[src/rtl/cdr_phase_ctrl.sv]
// -----------------------------------------------------------------------------
// cdr_phase_ctrl
//
// Digital loop filter and phase-select controller for the Turbo XAUI CDR.
// Each vote window the upstream majority-vote logic delivers early/late vote
// counts. Their difference is integrated into a saturating signed
// accumulator. When the integral crosses +/-THRESH the wrap-around phase
// pointer steps one position. After a step, the next SETTLE_WIN windows are
// discarded, because they were measured against the old phase. A run of
// LOCK_WIN quiet windows (|ea-la| <= 1) raises the lock indicator. Only a step
// or reset clears it.
//
// Optional feature: define CDR_PHASE_FREEZE_EN to add the freeze input.
// While freeze is high, vote strobes are discarded and all state is held.
//
// Ports:
//   clk         controller clock (recovered-clock domain)
//   rst         asynchronous, active-high reset
//   vote_valid  one-cycle strobe: ea/la hold a new window result
//   ea          early vote count for the window (0..3)
//   la          late vote count for the window (0..3)
//   freeze      (CDR_PHASE_FREEZE_EN only) discard strobes while high
//   phase_sel   registered phase pointer to the interpolator mux
//   up          one-cycle pulse: phase_sel incremented
//   dn          one-cycle pulse: phase_sel decremented
//   locked      lock indicator
// -----------------------------------------------------------------------------
module cdr_phase_ctrl #(
    parameter int PHASE_W    = 3,
    parameter int ACC_W      = 5,
    parameter int THRESH     = 4,
    parameter int SETTLE_WIN = 3,
    parameter int LOCK_WIN   = 8
) (
    input  logic               clk,
    input  logic               rst,
    input  logic               vote_valid,
    input  logic [1:0]         ea,
    input  logic [1:0]         la,
`ifdef CDR_PHASE_FREEZE_EN
    input  logic               freeze,
`endif
    output logic [PHASE_W-1:0] phase_sel,
    output logic               up,
    output logic               dn,
    output logic               locked
);

    localparam int ACC_MAX = (1 << (ACC_W - 1)) - 1;
    localparam int LCW     = (LOCK_WIN > 0)   ? $clog2(LOCK_WIN + 1)   : 1;
    localparam int SCW     = (SETTLE_WIN > 0) ? $clog2(SETTLE_WIN + 1) : 1;

    // The sum is held one bit wider than the accumulator. This lets it be
    // compared against the saturation and step limits without overflow.
    localparam logic signed [ACC_W:0]   SAT_HI = (ACC_W + 1)'(ACC_MAX);
    localparam logic signed [ACC_W:0]   SAT_LO = -SAT_HI;
    localparam logic signed [ACC_W:0]   THR_HI = (ACC_W + 1)'(THRESH);
    localparam logic signed [ACC_W:0]   THR_LO = -THR_HI;
    localparam logic signed [ACC_W-1:0] D_ONE  = ACC_W'(1);
    localparam logic [LCW-1:0]          LOCK_MAX    = LCW'(LOCK_WIN);
    localparam logic [SCW-1:0]          SETTLE_LOAD = SCW'(SETTLE_WIN);

    typedef enum logic {
        TRACK,
        SETTLE
    } state_t;

    state_t                  state;
    logic signed [ACC_W-1:0] acc;
    logic [SCW-1:0]          settle_cnt;
    logic [LCW-1:0]          lock_cnt;

    logic                    accept;
    logic signed [ACC_W-1:0] diff;
    logic signed [ACC_W:0]   sum_w;
    logic signed [ACC_W:0]   nxt;
    logic                    quiet;
    logic [LCW-1:0]          lock_nxt;
    logic                    step_up;
    logic                    step_dn;

    // Strobe qualification: a frozen strobe is treated as if it never came.
`ifdef CDR_PHASE_FREEZE_EN
    assign accept = vote_valid & ~freeze;
`else
    assign accept = vote_valid;
`endif

    // NOTE: every signal in this block gets a default before any branch.
    // A path that leaves an output unassigned would infer a latch.
    always_comb begin
        diff     = '0;
        sum_w    = '0;
        nxt      = '0;
        quiet    = 1'b0;
        lock_nxt = '0;
        step_up  = 1'b0;
        step_dn  = 1'b0;

        // ea/la are unsigned counts. Zero-extend them before the signed subtract.
        diff  = $signed(ACC_W'(ea)) - $signed(ACC_W'(la));
        sum_w = (ACC_W + 1)'(acc) + (ACC_W + 1)'(diff);

        if (sum_w > SAT_HI) begin
            nxt = SAT_HI;
        end else if (sum_w < SAT_LO) begin
            nxt = SAT_LO;
        end else begin
            nxt = sum_w;
        end

        step_up = (nxt >= THR_HI);
        step_dn = (nxt <= THR_LO);

        quiet = (diff <= D_ONE) && (diff >= -D_ONE);
        if (!quiet) begin
            lock_nxt = '0;
        end else if (lock_cnt == LOCK_MAX) begin
            lock_nxt = lock_cnt;
        end else begin
            lock_nxt = lock_cnt + LCW'(1);
        end
    end

    // NOTE: state registers use non-blocking assignments only. All of them
    // then see the same pre-edge values, whatever order they are written in.
    always_ff @(posedge clk or posedge rst) begin
        if (rst) begin
            state      <= TRACK;
            acc        <= '0;
            settle_cnt <= '0;
            lock_cnt   <= '0;
            phase_sel  <= '0;
            up         <= 1'b0;
            dn         <= 1'b0;
            locked     <= 1'b0;
        end else begin
            // Step pulses last exactly one cycle unless re-armed below.
            up <= 1'b0;
            dn <= 1'b0;

            if (accept) begin
                case (state)
                    TRACK: begin
                        if (step_up || step_dn) begin
                            phase_sel <= step_up ? phase_sel + PHASE_W'(1)
                                                 : phase_sel - PHASE_W'(1);
                            up        <= step_up;
                            dn        <= step_dn;
                            acc       <= '0;
                            lock_cnt  <= '0;
                            locked    <= 1'b0;
                            if (SETTLE_WIN != 0) begin
                                state      <= SETTLE;
                                settle_cnt <= SETTLE_LOAD;
                            end
                        end else begin
                            acc      <= nxt[ACC_W-1:0];
                            lock_cnt <= lock_nxt;
                            if (lock_nxt == LOCK_MAX) begin
                                locked <= 1'b1;
                            end
                        end
                    end

                    SETTLE: begin
                        // Votes from the old phase are dropped. acc and
                        // lock_cnt are left as they are.
                        settle_cnt <= settle_cnt - SCW'(1);
                        if (settle_cnt <= SCW'(1)) begin
                            state <= TRACK;
                        end
                    end

                    default: state <= TRACK;
                endcase
            end
        end
    end

endmodule

[config.mk]
export PLATFORM = sky130hd
export DESIGN_NAME = cdr_phase_ctrl
export DESIGN_NICKNAME = d
export VERILOG_FILES = /design/src/rtl/cdr_phase_ctrl.sv
export SDC_FILE = /design/constraint.sdc
export NUM_CORES = 1
export LEC_CHECK = 0
export BUFFER_PORTS_ARGS = -buffer_cell sky130_fd_sc_hd__clkbuf_2
export CORE_MARGIN = 4
export CORE_UTILIZATION = 45
export DETAILED_ROUTE_END_ITERATION = 10
export PLACE_DENSITY = 0.73
export RECOVER_POWER = 50
export SYNTH_ARGS = -nofsm -noshare
export SYNTH_HDL_FRONTEND = slang
export SYNTH_SLANG_ARGS = --single-unit
[constraint.sdc]
create_clock -name clk -period 3.3 [get_ports clk]
set_input_delay 0.165 -clock clk [delete_from_list [all_inputs] [get_ports clk]]
set_output_delay 0.165 -clock clk [all_outputs]
set_load 0.05 [all_outputs]
==> out/metrics.yaml <==
global_routing:
  grt_pass1_vias: 1313
  antenna_found_initial: 0
  grt_max_degree: 19
  grt_pass1_wl_microns: 5950
  overflow: 0
  grt_usage_pct: 18.2
worst_hold_path:
  min_path_cells: 3
  worstHoldPathType: "input port to flop"
  hold_path_end: "settle_cnt[0]$_DFFE_PP0P_"
  hp-start: "vote_valid"
synthesis:
  ys.warnings.count: 0
  synth_seq_area_share_pct: 32.1
  synth_area_per_cell_sq_um: 9.10
  synthCells: 154
  ys.flop_type: "dfrtp_1"
  syn_area_sq_um: 1400
  ys_types: 47
  synth_edf_count: 0
  ys_seq_elements: 18
  async_reset_ff_share_pct: 100
  synth_nets: 172
clock_network:
  cts_made_buffers: 3
  clk_latency_ns: 0.30
  htreeDepth: 1
  cts_buffer_depth: 2
  cts_root_buf: "clkbuf_4"
  cts.sinks: 18
  cts_tree: "yes"
  cts.clk_slew.worst_paths_ns: 0.10
floorplanning:
  rows: 19
  die_area_sq_um: 4070
  die_h_microns: 63.8
  io_pins: 13
  die_w_microns: 63.8
  start_util_pct: 48.7
  coreArea_sq_um: 2880
sta:
  period_needed_ns: 3.41
  fin_crit_sh_pct: 103
  timing.fmax_mhz: 294
  clock_skew_ns: 0.00798
  slew_headroom_pct: 52.0
  hold_violations: 0
  slew_violations: 0
  setup_ws_ns: -0.106
  worst_pin_slew_ns: 0.720
  rsz0062_at_grt: "true"
  setup_viol: 1
  tns_ns: -0.106
drt:
  vias: 1349
  routedWlPerCell_microns: 14.2
  drc: 0
  wirelength_microns: 3460
  first_pass_iters: 4
  ant_nets: 0
  drtIter0Drc: 32
  viasPerCell: 5.53
worst_setup_path:
  crit_arrival_ns: 3.59
  crit_fanout: 2
  timing_worst_setup_path_type: "input port to flop"
  crit_required_ns: 3.49
  start_kind: "input port"
  worstReg2RegEnd: "phase_sel[2]$_DFFE_PP0P_"
  r2r_setup_slack_ns: -0.08
  endpoint_kind: "flop"
  regToRegStartpoint: "acc[0]$_DFFE_PP0P_"
  r2r_cells: 16
pwr:
  cellLeakagePower_nw: 0.931
  p_per_area_nw_per_um2: 527
  combPwrFrac_pct: 56.7
  switchingPower_w: 0.000444
  swShare_pct: 43.2
  fin_total_pwr_w: 0.00103
  max-vdd-ir-drop_v: 0.000555
  pwr-share-seq_pct: 29.8
  p_int_w: 0.000584
  p_clk_share_pct: 13.5
outcome:
  status: "finished, violations left"
  violations: "setup timing"
finish:
  syn_to_final_growth_pct: 39.3
  final_nets: 221
  final_cells: 244
  antennaDiodeCount: 0
  fin_area_sq_um: 1950
  drive_gt1_share_pct: 40.6
  layout_common_cells: "buf_4, dfrtp_1, inv_1, nand2_1, clkbuf_2"
  fillers: 214
  final_common_cell: "buf_4"
place:
  pre_cts_slack_ns: -0.566
  placed_cells: 229
  place_area_sq_um: 1740
  port_buffers: 12
  dpl.hpwl_microns: 2520
  gp_routability_congestion: 0.865
job:
  maxCapViolCount: 0
-- logic make-up (layout without fill, tap and decap cells) --
logic type	after synthesis	after routing	synth area share (%)
multiplexers	3	4	3.04
AO/OA/AOI/OAI	41	41	22.2
AND/OR/NAND/NOR	52	52	19.7
XOR/XNOR	8	8	5.00
flip-flops	18	18	32.1
buffers and inverters	21	68	6.43
adder cells (fa/ha/maj)	11	11	11.4
-- worst max-delay path, cell delays in order --
cell and delay, ns:
buf_8 0.11, inv_12 0.04, ha_4 0.11, inv_2 0.03, fa_2 0.54, inv_2 0.05
fa_2 0.55, nor2b_4 0.17, nand2_2 0.08, nor3_2 0.10, mux2i_1 0.09, o21ai_1 0.14
ha_1 0.26, nand2b_4 0.16, a211oi_4 0.18, nor2_2 0.06, fa_2 0.35, nor3_2 0.16
o21ai_1 0.09, xnor2_1 0.17
-- layout make-up --
cell class	instances	area [sq um]	area share (%)
Clock buffer	4	36.3	1.86
Inverter	16	72.6	3.72
Multi-Input combinational cell	116	997	51.1
Sequential cell	18	450	23.1
Tap cell	42	52.6	2.69
Timing Repair Buffer	48	343	17.6
-- worst max-delay path by stage --
stage,start,to,slack (ns),cells after the start
floorplan,ea[0],phase_sel[2]$_DFFE_PP0P_,-0.29,19
global placement,ea[0],phase_sel[2]$_DFFE_PP0P_,-0.47,20
detailed placement,ea[0],phase_sel[2]$_DFFE_PP0P_,-0.57,20
CTS,ea[0],phase_sel[2]$_DFFE_PP0P_,-0.10,20
global route,ea[0],phase_sel[2]$_DFFE_PP0P_,-0.24,20
finish,ea[0],phase_sel[2]$_DFFE_PP0P_,-0.11,20
-- sequential cells by signal (all words and copies together) (netlist names) --
register / cells
lock_cnt: 4
phase_sel: 3
up: 1
acc: 5
dn: 1
settle_cnt: 2
state: 1
locked: 1
-- power groups by stage --
stage,combinational (W),clock [W],sequential [W]
4_1_cts,0.000546,0.000144,0.000305
5_1_grt,0.000629,0.000158,0.000315
3_3_place_gp,0.000477,0,0.000305
2_1_floorplan,0.000272,0,0.000386
6_report,0.000583,0.000139,0.000306
3_5_place_dp,0.000499,0,0.000308
-- Yosys cell counts (2+ instances only) --
master / instances / area (sq um)
a211oi_1: 3 / 22.5
fa_1: 3 / 60.1
nor2b_1: 3 / 18.8
xor2_1: 2 / 17.5
or3_1: 3 / 18.8
o31ai_1: 2 / 15.0
nor2_1: 7 / 26.3
clkbuf_1: 3 / 11.3
inv_1: 16 / 60.1
a21o_1: 7 / 52.6
nor3b_1: 2 / 15.0
nor4_1: 3 / 18.8
nand2b_1: 4 / 25.0
ha_1: 8 / 100
nor3_1: 7 / 35.0
nand2_1: 13 / 48.8
mux2i_1: 2 / 20.0
xnor2_1: 6 / 52.6
dfrtp_1: 18 / 450
a21oi_1: 6 / 30.0
o21ai_1: 4 / 20.0
o21ai_0: 5 / 25.0
o22ai_1: 2 / 12.5
and3_1: 2 / 12.5
-- what timing repair did --
| action | 4_1_cts | 5_1_grt |
|---|---|---|
| buffers inserted | 5 | 7 |
| pin swaps | 2 | 3 |
| endpoints found under the setup margin | 16 | 16 |
| resized for setup | 8 | 9 |
| endpoints found under the hold margin | 18 | 0 |
| hold buffers | 1 | 0 |
| cloned | 1 | 0 |
-- layer usage --
metal	vias to the layer above	global-route usage [%]	routed length [microns]
met5	-	0	0
met2	45	31.2	1760
met3	6	4.20	170
met4	0	6.20	75
li1	646	-	-
met1	652	22.5	1450
-- through the flow --
step / util [%] / hold WS (ns)
floorplan: - / 0.104
global placement: 60.5 / 0.271
detailed placement: 60.5 / 0.295
CTS: 64.9 / 0.175
global route: 67.9 / 0.147
finish: 67.9 / 0.147
(Power assumes the default switching activity.)
